--- config.mk ---
export PLATFORM = sky130hd
export DESIGN_NAME = note_judge
export DESIGN_NICKNAME = d
export VERILOG_FILES = /design/src/rtl/guitar_pkg.sv /design/src/rtl/rise_detect.sv /design/src/rtl/note_judge.sv
export SDC_FILE = /design/constraint.sdc
export NUM_CORES = 1
export LEC_CHECK = 0
export CAP_MARGIN = 20
export CORE_MARGIN = 5
export CORE_UTILIZATION = 46
export DETAILED_ROUTE_END_ITERATION = 10
export HOLD_SLACK_MARGIN = 0.12
export PLACE_DENSITY_LB_ADDON = 0.25
export SLEW_MARGIN = 20
export SYNTH_ARGS = -nofsm -noshare
export SYNTH_HDL_FRONTEND = slang
export SYNTH_SLANG_ARGS = --single-unit
--- constraint.sdc ---
create_clock -name Clk -period 4.7 [get_ports Clk]
set_input_delay 1.175 -clock Clk [delete_from_list [all_inputs] [get_ports Clk]]
set_output_delay 1.175 -clock Clk [all_outputs]
set_load 0.1 [all_outputs]
--- src/rtl/guitar_pkg.sv ---
// Shared types and scoring constants for the per-lane note judges.
package guitar_pkg;

  typedef enum logic [1:0] {
    IDLE    = 2'd0,
    FALLING = 2'd1,
    JUDGED  = 2'd2
  } judge_state_t;

  localparam logic [4:0] PTS_GOOD    = 5'd10;
  localparam logic [4:0] PTS_PERFECT = 5'd20;
  localparam logic [7:0] MULT_STEP   = 8'd8;

  // Multiplier climbs one step every MULT_STEP consecutive hits, capped at 4.
  function automatic logic [2:0] mult_of(input logic [7:0] streak);
    if (streak < MULT_STEP)                            return 3'd1;
    else if (streak < (MULT_STEP << 1))                return 3'd2;
    else if (streak < (MULT_STEP + (MULT_STEP << 1)))  return 3'd3;
    else                                               return 3'd4;
  endfunction

endpackage

--- src/rtl/rise_detect.sv ---
// Rising-edge detector; the delayed bit's reset value is a parameter so a
// level held through reset can be kept from producing a spurious edge.
module rise_detect #(
  parameter logic RST_VAL = 1'b1
) (
  input  logic Clk,
  input  logic Reset,
  input  logic d,
  output logic rise
);

  logic d_q;

  always_ff @(posedge Clk) begin
    if (Reset) d_q <= RST_VAL;
    else       d_q <= d;
  end

  assign rise = d & ~d_q;

endmodule

--- src/rtl/note_judge.sv ---
// Per-lane note judge: grades key presses against the falling note position
// and keeps the lane's score, streak and multiplier.
module note_judge
  import guitar_pkg::*;
#(
  parameter logic [9:0] HIT_Y_MIN  = 10'd400,
  parameter logic [9:0] HIT_Y_MAX  = 10'd460,
  parameter logic [9:0] PERF_Y_MIN = 10'd420,
  parameter logic [9:0] PERF_Y_MAX = 10'd440
) (
  input  logic        Clk,
  input  logic        Reset,
  input  logic        key_press,
  input  logic        note_active,
  input  logic [9:0]  note_y_pos,
  output logic        hit_pulse,
  output logic        perfect_pulse,
  output logic        miss_pulse,
  output logic [15:0] score,
  output logic [7:0]  streak,
  output logic [2:0]  multiplier,
  output logic [1:0]  judge_state
);

  judge_state_t state_q, state_d;
  logic [15:0]  score_q, score_d;
  logic [7:0]   streak_q, streak_d;
  logic         hit_q, hit_d, perf_q, perf_d, miss_q, miss_d;
  logic         key_rise;

  logic         in_perf;
  logic [4:0]   pts;
  logic [2:0]   mult;
  logic [6:0]   add;
  logic [16:0]  sum;

  rise_detect #(.RST_VAL(1'b1)) u_key_edge (
    .Clk   (Clk),
    .Reset (Reset),
    .d     (key_press),
    .rise  (key_rise)
  );

  assign in_perf = (note_y_pos >= PERF_Y_MIN) && (note_y_pos <= PERF_Y_MAX);
  assign pts     = in_perf ? PTS_PERFECT : PTS_GOOD;
  // Score uses the multiplier of the streak before this hit is counted.
  assign mult    = mult_of(streak_q);
  assign add     = {2'b00, pts} * {4'b0000, mult};
  assign sum     = {1'b0, score_q} + {10'd0, add};

  always_comb begin
    state_d  = state_q;
    score_d  = score_q;
    streak_d = streak_q;
    hit_d    = 1'b0;
    perf_d   = 1'b0;
    miss_d   = 1'b0;
    case (state_q)
      IDLE: begin
        if (note_active) state_d = FALLING;
        if (key_rise) begin
          miss_d   = 1'b1;
          streak_d = 8'd0;
        end
      end
      FALLING: begin
        // A note leaving the window wins over a simultaneous press.
        if (!note_active || (note_y_pos > HIT_Y_MAX)) begin
          miss_d   = 1'b1;
          streak_d = 8'd0;
          state_d  = JUDGED;
        end else if (key_rise && (note_y_pos >= HIT_Y_MIN)) begin
          hit_d    = 1'b1;
          perf_d   = in_perf;
          score_d  = sum[16] ? 16'hFFFF : sum[15:0];
          streak_d = (streak_q == 8'hFF) ? 8'hFF : streak_q + 8'd1;
          state_d  = JUDGED;
        end else if (key_rise) begin
          miss_d   = 1'b1;
          streak_d = 8'd0;
        end
      end
      JUDGED: begin
        if (!note_active) state_d = IDLE;
      end
      default: state_d = IDLE;
    endcase
  end

  always_ff @(posedge Clk) begin
    if (Reset) begin
      state_q  <= IDLE;
      score_q  <= 16'd0;
      streak_q <= 8'd0;
      hit_q    <= 1'b0;
      perf_q   <= 1'b0;
      miss_q   <= 1'b0;
    end else begin
      state_q  <= state_d;
      score_q  <= score_d;
      streak_q <= streak_d;
      hit_q    <= hit_d;
      perf_q   <= perf_d;
      miss_q   <= miss_d;
    end
  end

  assign hit_pulse     = hit_q;
  assign perfect_pulse = perf_q;
  assign miss_pulse    = miss_q;
  assign score         = score_q;
  assign streak        = streak_q;
  assign multiplier    = mult;
  assign judge_state   = state_q;

endmodule
# ---- Word-level counts from Yosys, hierarchy flattened
# Cells that the tools add are included.
dict set report totals {
  regBits 30
  in_bits 14
  out_inout_bits 32
}
dict set report op_classes {
  add_sub_neg 2
  multipliers 1
  n_lt_le_gt_ge 7
  n_eq_ne 6
  n_mux 20
  n_bitwise 5
  reduce_logical 10
}
# cell count
set ops {}
lappend ops {{$mux 8} 4}
lappend ops {{$ge 10x9->1 const B} 2}
lappend ops {{$add 16x7->17} 1}
lappend ops {{$lt 8x5->1 const B} 2}
lappend ops {{$mux 16} 1}
lappend ops {{$pmux 8 s2} 1}
lappend ops {{$gt 10x9->1 const B} 1}
lappend ops {{$le 10x9->1 const B} 1}
lappend ops {{$mux 3} 3}
lappend ops {{$add 8x1->8 const B} 1}
lappend ops {{$eq 8x8->1 const B} 1}
lappend ops {{$lt 8x4->1 const B} 1}
lappend ops {{$mux 2} 4}
lappend ops {{$mul 5x3->7} 1}
lappend ops {{$pmux 2 s3} 1}
lappend ops {{$reduce_and 3->1} 2}
lappend ops {{$mux 5} 1}
lappend ops {{$mux 1} 4}
lappend ops {{$ne 2x2->1 const B} 2}
lappend ops {{$not 1->1} 4}
lappend ops {{$reduce_or 4->1} 1}
lappend ops {{$ne 3x3->1 const B} 1}
lappend ops {{$reduce_or 3->1} 1}
lappend ops {{$eq 2x1->1 const B} 1}
lappend ops {{other kinds (8)} 9}

# ---- Logic depth before layout (Yosys ltp)
# Gate-level depths: netlist (run 1).
dict set report depth {
  depth_word 7
  ltp_mapped 19
  mapped_depth_nobuf 16
}

# ---- Hierarchy
# A second synthesis (run 1) with hierarchy kept.
dict set report hier_totals {
  hier_cells 245
  area_unflattened_um2 2008.2
}
# module instances cells_each area_each_um2 seq_area_each_um2
set by_module_without_submodules {}
lappend by_module_without_submodules {note_judge 1 242 1975.6 580.6}
lappend by_module_without_submodules {rise_detect 1 3 32.5 20.0}

# ---- Worst setup path after synthesis (run 1)
# Ideal clock, no wire load.
dict set report synth_timing {
  path_kind {reg-to-reg}
  startpoint {reg streak_q[3], in the netlist streak[3]}
  endpoint {reg score_q[10], in the netlist score[10]}
  t_arrival_ns 5.444
  path_slack_ns -0.835
  stages_incl_launch_ff 17
  path_buffers 1
  synth_period_minus_slack_ns 5.535
  path_cell_list {dfxtp_1 clkbuf_1 xnor2_1 nor2_1 nand2_1 o21ai_0 ha_1 ha_1 a21o_1 a21oi_1 xnor2_1 ha_1 nand3_1 or3_4 a2111oi_4 a31oi_1 a311oi_1}
}
dict set report synth_via {
  elab_chain_len 7
  word_cells_on_any_way 9
  classes_between {add/sub: 1; mul: 1; order compare: 3; mux: 4}
}
# element line
set synth_rtl {}
lappend synth_rtl {{from (decl)} note_judge.sv:27} ;# logic [7:0] streak_q, streak_d;
lappend synth_rtl {{from (signal assigned)} note_judge.sv:101} ;# streak_q <= streak_d;
lappend synth_rtl {{$lt 8x5->1} guitar_pkg.sv:18} ;# else if (streak < (MULT_STEP + (MULT_STEP << 1))) return 3'd3;
lappend synth_rtl {{$mux 3} guitar_pkg.sv:18}
lappend synth_rtl {{$mux 3} guitar_pkg.sv:17} ;# else if (streak < (MULT_STEP << 1)) return 3'd2;
lappend synth_rtl {{$mux 3 (*)} guitar_pkg.sv:16} ;# if (streak < MULT_STEP) return 3'd1;
lappend synth_rtl {{via multiplier[1]} note_judge.sv:21} ;# output logic [2:0] multiplier,
lappend synth_rtl {{$mul 5x3->7 (*)} note_judge.sv:48} ;# assign add = {2'b00, pts} * {4'b0000, mult};
lappend synth_rtl {{$add 16x7->17 (*)} note_judge.sv:49} ;# assign sum = {1'b0, score_q} + {10'd0, add};
lappend synth_rtl {{$mux 16 (*)} note_judge.sv:75} ;# score_d = sum[16] ? 16'hFFFF : sum[15:0];
lappend synth_rtl {{to (signal assigned)} note_judge.sv:100} ;# score_q <= score_d;
lappend synth_rtl {{to (decl)} note_judge.sv:26} ;# logic [15:0] score_q, score_d;
# The timed path passes the listed nets; every way through them passes the cells marked *.
# A chain may end at the register's enable or synchronous reset.

# ---- Final worst setup path (run 1)
dict set report layout_timing {
  startpoint {in note_y_pos[6]}
  endpoint {reg score_q[10], in the netlist score[10]}
}
dict set report layout_via {
  elab_chain_len 6
  word_cells_on_any_way 13
  classes_between {add/sub: 1; mul: 1; order compare: 4; mux: 2; bitwise: 1; reduce/logical: 4}
}
# element line
set layout_rtl {}
lappend layout_rtl {{from (decl)} note_judge.sv:15} ;# input logic [9:0] note_y_pos,
lappend layout_rtl {{$ge 10x9->1 / $le 10x9->1 (equally long branches)} note_judge.sv:44} ;# assign in_perf = (note_y_pos >= PERF_Y_MIN) && (note_y_pos <= PERF_Y_MAX);
lappend layout_rtl {{$logic_and 1x1->1} note_judge.sv:44}
lappend layout_rtl {{$mux 5} note_judge.sv:45} ;# assign pts = in_perf ? PTS_PERFECT : PTS_GOOD;
lappend layout_rtl {{$mul 5x3->7} note_judge.sv:48}
lappend layout_rtl {{$add 16x7->17} note_judge.sv:49}
lappend layout_rtl {{$mux 16} note_judge.sv:75}
# Several ways; a longest one is shown, not always the timed one.

==> results.md, run 1 <==
* Mapped Nets at 287
* Distinct cells, synth at 57
* Final worst slack at 0.231 ns
* Startpoint Class: input pin
* Hold_sp: score[0]
* Starting density of the core at 0.475
* Post-synthesis mux area share at 0.0288
* Synth Area in Adders at 0.0913
* RePlAce Congestion at 0.858
* Syn Inst Count at 259
* Main flop type after synthesis: dfxtp_1
* Worst R2R Start: streak[5]
* IR drop worst, VDD at 0.160 mV
* Complex-gate fraction of the synthesized area at 0.273
* Full die area at 0.00597 mm²
* Largest family of logic cells by synthesized area: compound AO/OA/AOI/OAI gates
* Vias per inst at 5.75
* Post-synthesis sequential area ratio at 0.288
* Min-Delay Path Depth at 2
* Post-synth top cells: 30 x dfxtp_1, 26 x nor2_1, 17 x nand2_1
* # setup viols final at 0
* Slowest CP cell: or3_4
* Core Rows at 24
* Post-place setup slack at -0.512 ns
* Via count at 2209
* WP data arrival at 4.67 ns
* Hold Path Class: reg -> reg
* WS Path Type: in -> reg
* Post-CTS Hold Buffers at 0
* Number of synthesized flops with an enable pin at 0
* CP Max Fanout at 8
* DRC viols at 0
* Pins Over Slew Limit at 0
* Worst Max-Slew Pin Slew at 0.983 ns
* Die H at 77.3 µm
* Synthesized cell area at 0.00208 mm²
* CTS Buf Count at 5
* R2R Setup Slk at 0.85 ns
* Xor and xnor area share after synthesis at 0.0210
* TritonCTS Sinks at 30
* Die W at 77.3 µm
* Share of layout cells above drive strength 1 at 0.229
* WL per Instance at 14.8 µm
* Hold endpoint: score[0]
* Clock latency on the worst-skew pair at 0.28 ns
* Design Area, Final at 0.00296 mm²
* Area post-placement at 0.00276 mm²
* Seq cells post-synth at 30
* Syn_area_per_cell at 8.04 µm²
* Vias in the first global route at 2111
* Core box area at 0.00438 mm²
* CTS H-Tree Depth at 2
* CP Capture Type: flip-flop
* Tmin final at 4.47 ns
* Status: finished, final reports clean
* DRT Wirelength at 5.67 mm
* Inst Count DP at 371
* First-pass GRT wire length at 9.72 mm
* FF-to-FF path depth at 15
* Largest stage delay, worst path at 0.45 ns
* Ys Warns at 0
* Root Driver: clkbuf_8
* Largest net degree at the start of global routing at 34
* Async S/R FF share, synth at 0
* Cell taking the most area after synthesis: dfxtp_1
* Initial antenna violation count at 0
* Worst clock skew at 0.00564 ns
* Area fraction of the dominant cell type after synthesis at 0.288
* Clk slew on worst S/H paths at 0.07 ns
* Gr ovfl total at 0
* Data required, critical path at 4.90 ns
* Initial DRC Count at 90
* Pwr per Cell Area at 199 mW/mm²
* Simple-gate share of the synthesized area at 0.246
* Crit Reg-Reg Endpoint: score[10]
* F_max at 224 MHz
* CP cell instances: clkdlybuf4s50_1, or3_4, nand2_4, o21ai_2, ha_1, ha_2, a21o_1, a21oi_2, xnor2_1, ha_1, nand3_1, or3_4, a2111oi_4, buf_4, a31oi_1, a311oi_1
* Final Hold Vio Count at 0
* Total GRT Usage at 0.193
* CTS tree: yes
* Slew margin rel. at 0.343
* Synthesis-to-layout area growth at 41.9%
* DR pass1 iterations at 4
* Non-Filler Instances at 384
* Top cells by area, synth: dfxtp_1 29%, ha_1 7.2%, nor2_1 4.7%
* P_leak at 1.19 nW
* Post-route ant nets at 0
* IO Count at 46
* MaxCap Viol Count at 0
* Ant diodes at 0
* NumNets Final at 359
* Detail Placement HPWL at 4.16 mm
* Maximum clock path buffer count at 2
* IO buf count at 45
* Most frequent cell after synthesis: dfxtp_1
* Crit share post-route at 0.951
worst max-delay path by stage:
| stage | end | depth (start not counted) | start | slack (ns) |
|---|---|---|---|---|
| 2_1_floorplan | score[10] | 16 | note_y_pos[2] | 0.01 |
| 3_3_place_gp | score[10] | 17 | note_y_pos[2] | -0.43 |
| 3_5_place_dp | score[10] | 17 | note_y_pos[2] | -0.51 |
| 4_1_cts | score[10] | 17 | note_y_pos[9] | 0.01 |
| 5_1_grt | score[10] | 18 | note_y_pos[2] | -0.003 |
| 6_report | score[10] | 16 | note_y_pos[6] | 0.23 |
where the power goes:
| part | leakage, nW | switching (mW) | total, mW | internal (mW) |
|---|---|---|---|---|
| combinational | 0.902 | 0.0641 | 0.102 | 0.0382 |
| sequential | 0.245 | 0.00543 | 0.263 | 0.258 |
| clock | 0.0482 | 0.104 | 0.222 | 0.118 |
layer usage:
metal  vias to the layer above  part of all wire  GRT usage
li1                       1104                 -          -
met1                      1035              0.47      0.255
met2                        60              0.47      0.317
met3                        10             0.047     0.0410
met4                         0             0.015     0.0481
met5                         -                 0          0
cells by family (layout without fill, tap and decap cells):
logic type | count (synthesis) | in the layout
buffers and inverters | 26 | 99
other | 1 | 1
multiplexers | 6 | 6
flip-flops | 30 | 30
AND/OR/NAND/NOR | 99 | 99
XOR/XNOR | 5 | 5
adder cells (fa/ha/maj) | 14 | 14
AO/OA/AOI/OAI | 78 | 78
cell type report:
class / instances / area [µm²]
clock buffer: 7 / 86.3
clock inverter: 1 / 5.00
fill: 365 / 1430
inverter: 14 / 56.3
multi-input combinational: 203 / 1470
sequential: 30 / 606
tap: 52 / 65.1
timing repair buffer: 77 / 671
metrics by stage:
| stage | hold WS, ns | utilization | TNS (ns) | power [mW] |
|---|---|---|---|---|
| after detailed placement | 0.478 | 0.630 | -6.89 | 0.368 |
| final | 0.494 | 0.674 | 0 | 0.588 |
| after floorplan | 0.622 | - | 0 | 0.329 |
| after global placement | 0.474 | 0.630 | -5.49 | 0.367 |
| after global routing | 0.536 | 0.674 | -0.00334 | 0.615 |
| after CTS | 0.500 | 0.668 | 0 | 0.595 |
registers in the layout, summed over array words and instances, names as in the netlist:
name and cells:
hit_pulse 1, judge_state 2, miss_pulse 1, perfect_pulse 1, score 16, streak 8, u_key_edge.d_q 1
worst max-delay path: cells and delay by family:
family | cells | cell delay, ns
compound gates | 6 | 0.94
xor+xnor | 1 | 0.09
fa+ha+maj | 3 | 0.80
simple gates | 4 | 1.04
buf+inv | 2 | 0.62
placed cells by master (no fill, tap or decap), types with 3 or more instances in the layout:
cell type	synthesis	final
ha_1	12	10
clkbuf_8	0	6
mux2i_1	6	6
dfxtp_2	0	4
dfxtp_1	30	26
a21oi_1	13	11
nand3_1	11	11
nor2_1	26	24
clkbuf_2	0	5
a22o_1	3	3
xnor2_1	4	4
o211ai_1	3	3
a31oi_1	3	3
nand2b_1	3	3
nand4_1	3	3
or3_1	4	3
nor3_1	12	11
buf_4	0	33
a22oi_1	5	5
nand2_1	17	16
nor2b_1	7	7
inv_1	14	12
dlymetal6s2s_1	0	3
o21ai_2	1	3
and3_1	4	4
o21ai_0	12	10
a211oi_1	11	11
clkdlybuf4s50_1	0	35
repair_timing:
action,CTS,global route
pin swaps,10,16
buffers inserted,4,1
setup endpoints to repair,16,15
gates cloned,0,0
resized for setup,17,22
Note: power is estimated with default switching activity, not from simulation.
==> run 2, diff against run 1 <==
Settings changed: SKIP_CTS_REPAIR_TIMING set to 1.
==> run 2 against run 1 <==
Net effect:
- sequential cell count unchanged
- critical endpoint unchanged
- hold slack about the same
- critical path depth increased by 2
- non-clock buffer count decreased by 1
- worst setup slack got worse by 0.025 ns
- maximum frequency decreased by 0.55%
- power increased by 0.12%
- largest power group unchanged
- die area unchanged
- sequential share of layout area about the same
- count of clock-buffer cells in the layout unchanged
- combinational power about the same
- first-iteration DRC count increased by 7.8%
==> results.md, run 2 (same netlist as run 1, synthesis figures left out) <==
* Status: finished, final reports clean
* Data required, critical path at 4.90 ns (about the same)
* Detail Placement HPWL at 4.16 mm (unchanged)
* Core Rows at 24 (unchanged)
* CP Max Fanout at 8 (unchanged)
* Die H at 77.3 µm (unchanged)
* FF-to-FF path depth at 15 (unchanged)
* NumNets Final at 358 (-0.28%)
* # setup viols final at 0 (unchanged)
* Via count at 2243 (+1.5%)
* CTS H-Tree Depth at 2 (unchanged)
* CTS tree: yes
* Ant diodes at 0 (unchanged)
* Most frequent cells in the layout: 35 x clkdlybuf4s50_1, 32 x buf_4, 26 x dfxtp_1
* Core box area at 0.00438 mm² (unchanged)
* Pins Over Slew Limit at 0 (unchanged)
* TritonCTS Sinks at 30 (unchanged)
* Share of layout cells above drive strength 1 at 0.208 (-0.0205)
* Power share of the clock group at 0.376 (about the same)
* RSZ-0062 raised after global routing: false
* Worst hold margin at 0.494 ns (-0.000154 ns)
* Post-place setup slack at -0.512 ns (unchanged)
* Crit share post-route at 0.956 (+0.00527)
* CP Capture Type: flip-flop
* Final worst slack at 0.206 ns (-0.0248 ns)
* WL per Instance at 15.1 µm (+2.4%)
* Commonest non-fill, non-tap cell in the layout: clkdlybuf4s50_1
* Gr ovfl total at 0 (unchanged)
* Total Power at 588 µW (+0.12%)
* Synthesis-to-layout area growth at 42.1%
* First-pass GRT wire length at 9.56 mm (-1.6%)
* Inst Count DP at 371 (unchanged)
* Non-Filler Instances at 383 (-0.26%)
* Full die area at 0.00597 mm² (unchanged)
* Utilization after layout at 0.675 (+0.000856)
* Post-route ant nets at 0 (unchanged)
* Die W at 77.3 µm (unchanged)
* Final Hold Vio Count at 0 (unchanged)
* Clk slew on worst S/H paths at 0.07 ns (about the same)
* IR drop worst, VDD at 0.160 mV (-0.27%)
* Min-Delay Path Depth at 2 (unchanged)
* CTS Buf Count at 5 (unchanged)
* Maximum clock path buffer count at 2 (unchanged)
* Vias per inst at 5.86 (+1.8%)
* Largest register FFs at 16 (unchanged)
* WP data arrival at 4.69 ns (+0.02 ns)
* Initial antenna violation count at 0 (unchanged)
* WS Path Type: in -> reg
* Startpoint Class: input pin
* Pwr per Cell Area at 199 mW/mm² (about the same)
* Hold Path Class: reg -> reg
* RePlAce Congestion at 0.858 (unchanged)
* IO buf count at 45 (unchanged)
* DRC viols at 0 (unchanged)
* Design Area, Final at 0.00296 mm² (+0.13%)
* Area post-placement at 0.00276 mm² (unchanged)
* Initial DRC Count at 97 (+7.8%)
* Clock latency on the worst-skew pair at 0.28 ns (about the same)
* Tmin final at 4.49 ns (+0.0248 ns)
* Vias in the first global route at 2082 (-1.4%)
* MaxCap Viol Count at 0 (unchanged)
* Root Driver: clkbuf_8
* Switching power at 173 µW (-0.17%)
* DRT Wirelength at 5.79 mm (+2.1%)
* Total negative slack at 0 ns (unchanged)
* Logic gate share of total power at 0.176 (+0.002)
* Cell Int Power at 415 µW (+0.24%)
* Worst Max-Slew Pin Slew at 0.984 ns (+0.00140 ns)
* Largest net degree at the start of global routing at 34 (unchanged)
* Worst clock skew at 0.00473 ns (-0.000918 ns)
* Slew margin rel. at 0.342 (-0.000935)
* F_max at 223 MHz (-0.55%)
* Total GRT Usage at 0.190 (-0.00319)
* DR pass1 iterations at 4 (unchanged)
* Reg power frac at 0.448 (about the same)
* IO Count at 46 (unchanged)
* Net Sw Frac at 0.294 (-0.000857)
* P_leak at 1.23 nW (+2.9%)
* Starting density of the core at 0.475 (unchanged)
-- run 2: power groups by stage --
stage	registers, mW	clock network [mW]	logic (mW)
finish	0.264	0.221	0.104
global route	0.265	0.241	0.111
CTS	0.263	0.229	0.0996
detailed placement	0.269	0	0.0989
global placement	0.269	0	0.0980
floorplan	0.292	0	0.0373
-- run 2: path summary, 6_finish.rpt --
kind                       from  slack (ns)        end
hold / removal         score[0]        0.49   score[0]
setup reg to reg      streak[5]        0.84  score[10]
hold reg to reg        score[0]        0.49   score[0]
setup / recovery  note_y_pos[0]        0.21  score[10]
-- run 2: cell type report --
class | instances | area, µm²
clock buffer | 7 | 86.3
tap | 52 | 65.1
fill | 364 | 1430
inverter | 14 | 56.3
clock inverter | 1 | 5.00
sequential | 30 | 606
timing repair buffer | 76 | 696
multi-input combinational | 203 | 1450
-- run 2: worst max-delay path, stage by stage --
cell            delay, ns
dlymetal6s2s_1       0.14
nor3_2               0.17
o32ai_2              0.09
or3_4                0.44
nand2_2              0.09
o21ai_1              0.06
ha_1                 0.33
ha_2                 0.18
a21o_1               0.16
a21oi_2              0.14
xnor2_1              0.09
ha_1                 0.34
nand3_1              0.09
or3_4                0.38
a2111oi_4            0.35
buf_4                0.19
a31oi_1              0.08
a311oi_1             0.20
-- run 2: per-layer routing --
layer	routed length [µm]	global-route usage
met3	325	0.0410
met4	74	0.0481
met2	2760	0.311
met1	2630	0.251
met5	0	0
